[src/rtl/serial_subtractor_n_if.sv]
// Handshake and operand bus for serial_subtractor_n.
// The ovf signal exists only when SERIAL_SUB_OVF_EN is defined.
interface serial_subtractor_n_if #(
    parameter int BITS = 8
);
    logic            start;
    logic [BITS-1:0] a;
    logic [BITS-1:0] b;
    logic            bin;
    logic            busy;
    logic            done;
    logic [BITS-1:0] diff;
    logic            bout;
`ifdef SERIAL_SUB_OVF_EN
    logic            ovf;
`endif

    modport master (
        output start, a, b, bin,
`ifdef SERIAL_SUB_OVF_EN
        input  ovf,
`endif
        input  busy, done, diff, bout
    );

    modport slave (
        input  start, a, b, bin,
`ifdef SERIAL_SUB_OVF_EN
        output ovf,
`endif
        output busy, done, diff, bout
    );
endinterface

[src/rtl/serial_subtractor_n.sv]
// Bit-serial subtractor: diff = a - b - bin over BITS cycles, LSB first, start/done handshake.
// Optional signed-overflow flag enabled by defining SERIAL_SUB_OVF_EN.
module serial_subtractor_n #(
    parameter int BITS = 8
) (
    input  logic                  clk,
    input  logic                  rst,
    serial_subtractor_n_if.slave  sub
);
    localparam int CNT_W = (BITS > 1) ? $clog2(BITS) : 1;
    localparam logic [CNT_W-1:0] LAST = CNT_W'(BITS - 1);

    typedef enum logic [1:0] {IDLE, SHIFT, DONE} state_t;

    state_t          state_q;
    logic [BITS-1:0] ra_q, rb_q, res_q, diff_q;
    logic [CNT_W-1:0] cnt_q;
    logic            brw_q, bout_q, busy_q, done_q;
`ifdef SERIAL_SUB_OVF_EN
    logic            a_msb_q, b_msb_q, ovf_q;
`endif

    logic            x, y, dbit, brw_d;
    logic [BITS-1:0] res_d;

    always_comb begin
        x     = ra_q[0];
        y     = rb_q[0];
        dbit  = x ^ y ^ brw_q;
        brw_d = (~x & y) | (~(x ^ y) & brw_q);
        // Result fills from the MSB so it is aligned after the last bit.
        res_d           = res_q >> 1;
        res_d[BITS-1]   = dbit;
    end

    always_ff @(posedge clk or posedge rst) begin
        if (rst) begin
            state_q <= IDLE;
            ra_q    <= '0;
            rb_q    <= '0;
            res_q   <= '0;
            diff_q  <= '0;
            cnt_q   <= '0;
            brw_q   <= 1'b0;
            bout_q  <= 1'b0;
            busy_q  <= 1'b0;
            done_q  <= 1'b0;
`ifdef SERIAL_SUB_OVF_EN
            a_msb_q <= 1'b0;
            b_msb_q <= 1'b0;
            ovf_q   <= 1'b0;
`endif
        end else begin
            case (state_q)
                IDLE, DONE: begin
                    done_q <= 1'b0;
                    if (sub.start) begin
                        ra_q    <= sub.a;
                        rb_q    <= sub.b;
                        brw_q   <= sub.bin;
                        res_q   <= '0;
                        cnt_q   <= '0;
                        busy_q  <= 1'b1;
                        state_q <= SHIFT;
`ifdef SERIAL_SUB_OVF_EN
                        a_msb_q <= sub.a[BITS-1];
                        b_msb_q <= sub.b[BITS-1];
`endif
                    end else begin
                        state_q <= IDLE;
                    end
                end
                SHIFT: begin
                    ra_q  <= ra_q >> 1;
                    rb_q  <= rb_q >> 1;
                    brw_q <= brw_d;
                    res_q <= res_d;
                    cnt_q <= cnt_q + CNT_W'(1);
                    // Final bit: publish the outputs so they are valid with done.
                    if (cnt_q == LAST) begin
                        state_q <= DONE;
                        busy_q  <= 1'b0;
                        done_q  <= 1'b1;
                        diff_q  <= res_d;
                        bout_q  <= brw_d;
`ifdef SERIAL_SUB_OVF_EN
                        ovf_q   <= (a_msb_q != b_msb_q) && (dbit != a_msb_q);
`endif
                    end
                end
                default: state_q <= IDLE;
            endcase
        end
    end

    assign sub.busy = busy_q;
    assign sub.done = done_q;
    assign sub.diff = diff_q;
    assign sub.bout = bout_q;
`ifdef SERIAL_SUB_OVF_EN
    assign sub.ovf  = ovf_q;
`endif
endmodule
[src/flat_wrapper.sv]
// flat-port wrapper written by rule: the top's interface ports become plain ports
module serial_subtractor_n_flat 
#(
    parameter int BITS = 8
)
  (clk, rst, sub_start, sub_a, sub_b, sub_bin, sub_busy, sub_done, sub_diff, sub_bout);
  serial_subtractor_n_if #(.BITS(BITS)) sub_i ();
  input  logic clk;
  input  logic rst;
  input wire logic [$bits(sub_i.start)-1:0] sub_start;
  input wire logic [$bits(sub_i.a)-1:0] sub_a;
  input wire logic [$bits(sub_i.b)-1:0] sub_b;
  input wire logic [$bits(sub_i.bin)-1:0] sub_bin;
  output wire logic [$bits(sub_i.busy)-1:0] sub_busy;
  output wire logic [$bits(sub_i.done)-1:0] sub_done;
  output wire logic [$bits(sub_i.diff)-1:0] sub_diff;
  output wire logic [$bits(sub_i.bout)-1:0] sub_bout;
  assign sub_i.start = sub_start;
  assign sub_i.a = sub_a;
  assign sub_i.b = sub_b;
  assign sub_i.bin = sub_bin;
  assign sub_busy = sub_i.busy;
  assign sub_done = sub_i.done;
  assign sub_diff = sub_i.diff;
  assign sub_bout = sub_i.bout;
  serial_subtractor_n #(.BITS(BITS)) u_core (.clk(clk), .rst(rst), .sub(sub_i));
endmodule
[config.mk]
export PLATFORM = sky130hd
export DESIGN_NAME = serial_subtractor_n_flat
export DESIGN_NICKNAME = d
export VERILOG_FILES = /design/src/rtl/serial_subtractor_n_if.sv /design/src/rtl/serial_subtractor_n.sv /design/src/flat_wrapper.sv
export SDC_FILE = /design/constraint.sdc
export NUM_CORES = 1
export LEC_CHECK = 0
export CAP_MARGIN = 30
export CELL_PAD_IN_SITES_DETAIL_PLACEMENT = 2
export CELL_PAD_IN_SITES_GLOBAL_PLACEMENT = 2
export CORE_ASPECT_RATIO = 0.7
export CORE_MARGIN = 2
export CORE_UTILIZATION = 36
export DETAILED_ROUTE_END_ITERATION = 6
export PLACE_DENSITY = 0.84
export SKIP_LAST_GASP = 1
export SLEW_MARGIN = 10
export SYNTH_ARGS = -nofsm -noshare
export SYNTH_HDL_FRONTEND = slang
export SYNTH_SLANG_ARGS = --single-unit
[constraint.sdc]
create_clock -name clk -period 2.4 [get_ports clk]
set_input_delay 0.36 -clock clk [delete_from_list [all_inputs] [get_ports clk]]
set_output_delay 0.36 -clock clk [all_outputs]
set_load 0.02 [all_outputs]
# Yosys cells after proc, flatten, opt, wreduce, memory -nomap -nowiden
# Cells that the tools add are included.
[totals]
reg_bits = 41
input_bits = 20
output_inout_bits = 11
word_cells = 48
[classes]
add_sub_neg = 1
n_eq_ne = 5
n_mux = 18
bitwise = 7
n_reduce_logical = 7
[ops]
columns = ["operator", "n"]
rows = [
  ["8-bit one-hot mux with 2 select lines", 3],
  ["8-bit 2-to-1 mux", 3],
  ["1-bit one-hot mux with 2 select lines", 3],
  ["3-bit one-hot mux with 2 select lines", 1],
  ["2-bit AND reduction", 3],
  ["1-bit 2-to-1 mux", 5],
  ["2-bit one-hot mux with 2 select lines", 1],
  ["3-bit by 1-bit adder with 3-bit output, second input constant", 1],
  ["3-bit == test, second input constant", 1],
  ["3-bit 2-to-1 mux", 1],
  ["3-bit AND reduction", 1],
  ["1-bit AND", 2],
  ["2-bit by 1-bit == test with 1-bit output, second input constant", 1],
  ["2-bit == test, second input constant", 1],
  ["2-bit logical NOT", 1],
  ["2-bit 2-to-1 mux", 1],
  ["2-bit by 1-bit inequality test with 1-bit output, second input constant", 1],
  ["2-bit inequality test, second input constant", 1],
  ["1-bit inverter", 2],
  ["2-bit nonzero test", 1],
  ["2-bit OR reduction", 1],
  ["1-bit bitwise XOR", 2],
  ["1-bit OR", 1],
]

# Longest topological paths before layout
[depth]
ltp_word = 5
mapped_depth = 6
mapped_depth_nobuf = 5

# Least setup slack after synthesis
# OpenSTA, ideal clock, no wires.
[synth_timing]
kind = "register to register"
startpoint = "register u_core.cnt_q[0]"
endpoint = "register u_core.diff_q[0], in the netlist u_core.sub.diff[0]"
setup_time_ns = 0.125
t_arrival_ns = 1.365
required_time_ns = 2.275
setup_slack_ns = 0.910
path_stages_with_launch = 6
path_buffers = 1
period_less_slack_ns = 1.490
path_cell_list = "dfrtp_1 ha_1 ha_1 nand3b_1 buf_4 mux2_4"
[synth_between]
elab_chain_len = 2
[synth_rtl]
columns = ["item", "line_no", "rtl"]
rows = [
  ["from (decl)", "serial_subtractor_n.sv:17", "logic [CNT_W-1:0] cnt_q;"],
  ["from (signal assigned)", "serial_subtractor_n.sv:78", "cnt_q <= cnt_q + CNT_W'(1);"],
  ["3-bit == test", "serial_subtractor_n.sv:80", "if (cnt_q == LAST) begin"],
  ["2-bit AND reduction (no line)", "--", ""],
  ["to (signal assigned)", "serial_subtractor_n.sv:84", "diff_q <= res_d;"],
  ["to (decl)", "serial_subtractor_n.sv:16", "logic [BITS-1:0] ra_q, rb_q, res_q, diff_q;"],
]
# No other way between the ends.
# A chain may end at the register's enable or synchronous reset.

# Final worst setup path
[layout_timing]
startpoint = "register u_core.cnt_q[0]"
endpoint = "register u_core.diff_q[7], in the netlist u_core.sub.diff[7]"
# Same word-level chain as after synthesis.

==> out/summary.txt <==
max cap viols -> 0
die span in x -> 91.13 um
post-synthesis sequential area ratio -> 52.32%
outcome -> completed
crit path launch type -> flip-flop
Clock Latency Late Sink -> 0.29 ns
share of cells above drive strength 1 -> 10.94%
Initial Util -> 36.97%
crit-path max FO -> 10
vias per std cell -> 5.182
Worst Reg2Reg Path Length in Cells -> 4
Pwr Density -> 1315 nW/um2
drt pass-1 iters -> 4
area of the die -> 5923 um2
input/output buffers -> 30
sw power -> 1.163 mW
crit path cell chain -> ha_1 -> ha_1 -> nand3b_1 -> mux2_1
Critical R2R Launch -> u_core.cnt_q[0]
CTS sink cnt -> 40
setup TNS -> 0 ns
WL final -> 5046 um
CTS Hold Buffers Added -> 0
total congestion overflow -> 0
commonest non-fill, non-tap cell in the layout -> dfrtp_1
r2r endpoint -> u_core.sub.diff[7]
Residual DRC -> 0
Final Hold Violating Endpoints -> 0
Worst Slack Setup Final -> 0.5642 ns
1st-iter DRT viols -> 74
type of the worst setup path -> flip-flop to flip-flop
CTS tree -> yes
Critical Path RT -> 2.57 ns
per-cell routed wire length -> 19.11 um
# H-tree levels -> 2
Internal -> 1.972 mW
post-synthesis cell type count -> 28
post-synthesis cell area -> 1913 um2
Syn Nets -> 182
CTS buffer count -> 5
Layout area overhead -> 24.66%
DP Worst Slack -> 0.5633 ns
Clock Power Share -> 17.3%
Die H -> 64.99 um
most frequent cells in the layout -> 40 x dfrtp_1, 30 x clkdlybuf4s50_1, 14 x nor2b_1, 14 x mux2i_1
vias in the first global route -> 1579
FF+latch area -> 1001 um2
Peak supply drop -> 568.6 uV
#FFs+latches synth -> 40
sequential share of power -> 40.5%
# diodes -> 0
combinational fraction of design power -> 42.3%
Top Ports -> 31
worst reg-to-reg setup slack -> 0.56 ns
cts repair resizes -> 0
Sw Ratio -> 37.08%
crit path DAT -> 2.01 ns
pin count of the biggest net entering global routing -> 41
Top cell by count, worst path -> ha_1
f_max -> 544.7 MHz
slowest stage delay, CP -> 0.49 ns
clock root buffer -> clkbuf_8
detailed-route via count -> 1368
Post-CTS Setup Inserts -> 0
Multi-input gate area -> 822.0 um2
fillers -> 553
Longest Clk Path Bufs -> 2
leakage -> 1.032 nW
RePlAce Congestion -> 0.7294
Hold Crit Class -> primary input to async pin
unrepaired setup endpoints after global routing -> no
min Tclk post-route -> 1.836 ns
Setup violations, final -> 0
ANT nets after route -> 0
Period Utilization, post-route -> 76.49%
worst-margin pin slew -> 0.6994 ns
antenna violations before repair -> 0
Slew headroom -> 53.28%
Syn Area/Cell -> 12.03 um2
gr usage total -> 18.93%
Ys Warns -> 0
nets -> 214
CORE AREA -> 5175 um2
Final Skew -> 0.01124 ns
CP Capture Type -> flip-flop
detailed placement HPWL -> 3398 um
Syn Inst Count -> 159
slowest CP cell -> nand3b_1
Site Rows -> 22
Slew Viols, Final -> 0
Clk pin slew, worst setup/hold paths -> 0.08 ns
first-pass GRT wire length -> 8597 um
## power groups by stage
| stage | logic, mW | clock network, mW | registers (mW) |
|---|---|---|---|
| after floorplan | 0.817 | 0 | 1.27 |
| final | 1.32 | 0.541 | 1.27 |
| after global routing | 1.46 | 0.582 | 1.32 |
| after detailed placement | 1.30 | 0 | 1.27 |
| after global placement | 1.21 | 0 | 1.23 |
| after CTS | 1.35 | 0.556 | 1.27 |
## state kept, by name, summed over array words and instances, names as in the netlist
| signal | flops |
|---|---|
| u_core.ra_q | 8 |
| u_core.res_q | 7 |
| u_core.rb_q | 8 |
| u_core.sub.busy | 1 |
| u_core.sub.done | 1 |
| u_core.state_q | 2 |
| u_core.brw_q | 1 |
| u_core.cnt_q | 3 |
| u_core.sub.diff | 8 |
| u_core.sub.bout | 1 |
## cells in the mapped netlist, drive strengths merged
master  instances  area (um2)
inv             5       18.77
clkbuf          1       3.750
mux2           11       150.1
a22o            9       78.83
nand3           2       10.01
nor2b          14       87.58
fa              1       20.02
mux2i          14       140.1
a21oi          12       60.06
dfrtp          40        1001
o21ai           6       30.03
o21bai          2       15.01
a21o            1       7.510
o21a            1       7.510
ha              2       25.02
nand3b          1       7.510
and2b           1       7.510
xnor2           1       8.760
nor2            4       22.52
nand2           4       15.01
nand2b          3       18.77
a221o           2       20.02
a211oi         12       90.09
buf            10       67.56
## layer usage
| metal | vias to the layer above | routed length, um | share of wire, % | global-route usage (%) |
|---|---|---|---|---|
| li1 | 629 | - | - | - |
| met2 | 14 | 2507 | 50 | 32.59 |
| met4 | 0 | 31 | 0.61 | 4.545 |
| met5 | - | 0 | 0 | 0 |
| met1 | 720 | 2374 | 47 | 24.45 |
| met3 | 5 | 132 | 2.6 | 4.302 |
## worst max-delay path: cells and delay by family (launching register included)
kind / cells / cell delay (ns)
adders and majority gates: 2 / 0.43
DFF: 1 / 0.42
muxes: 1 / 0.38
and+or+nand+nor: 1 / 0.49
## cell families (layout without fill, tap and decap cells)
logic type	count (synthesis)	in the layout	share of synthesized area (%)
AOI/OAI and AO/OA	45	45	16.16
xor gates and xnor gates	1	1	0.4579
adders and majority gates	3	3	2.354
buffers and inverters	16	49	4.709
DFF	40	40	52.32
muxes	25	25	15.17
and+or+nand+nor	29	29	8.829
## area by class of cell
type / instances / share of cell area (%)
Inverter: 5 / 0.7870
Clock inverter: 2 / 1.469
Timing Repair Buffer: 36 / 14.48
Clock buffer: 6 / 3.043
Multi-Input combinational cell: 103 / 34.47
Sequential cell: 40 / 41.97
Tap cell: 72 / 3.778
## worst max-delay path by stage
stage                           start            endpoint  slack (ns)  depth (start not counted)
CTS                 u_core.state_q[0]      u_core.rb_q[3]        0.53                          3
detailed placement  u_core.state_q[0]      u_core.rb_q[3]        0.56                          3
global placement    u_core.state_q[0]      u_core.rb_q[3]        0.63                          3
finish                u_core.cnt_q[0]  u_core.sub.diff[7]        0.56                          4
global route        u_core.state_q[0]      u_core.rb_q[3]        0.44                          3
floorplan             u_core.cnt_q[0]  u_core.sub.diff[0]        0.91                          5
## per-stage QoR
step | hold slack (ns) | power, mW | area, um2 | utilization, % | std cells
after floorplan | 0.4484 | 2.089 | 1913 | - | 159
after global placement | 0.4756 | 2.438 | 2277 | 44.00 | 256
after detailed placement | 0.4782 | 2.574 | 2277 | 44.00 | 256
after CTS | 0.5076 | 3.177 | 2385 | 46.08 | 264
after global routing | 0.5278 | 3.357 | 2385 | 46.08 | 264
final | 0.5000 | 3.135 | 2385 | 46.08 | 264
(Power assumes the default switching activity.)
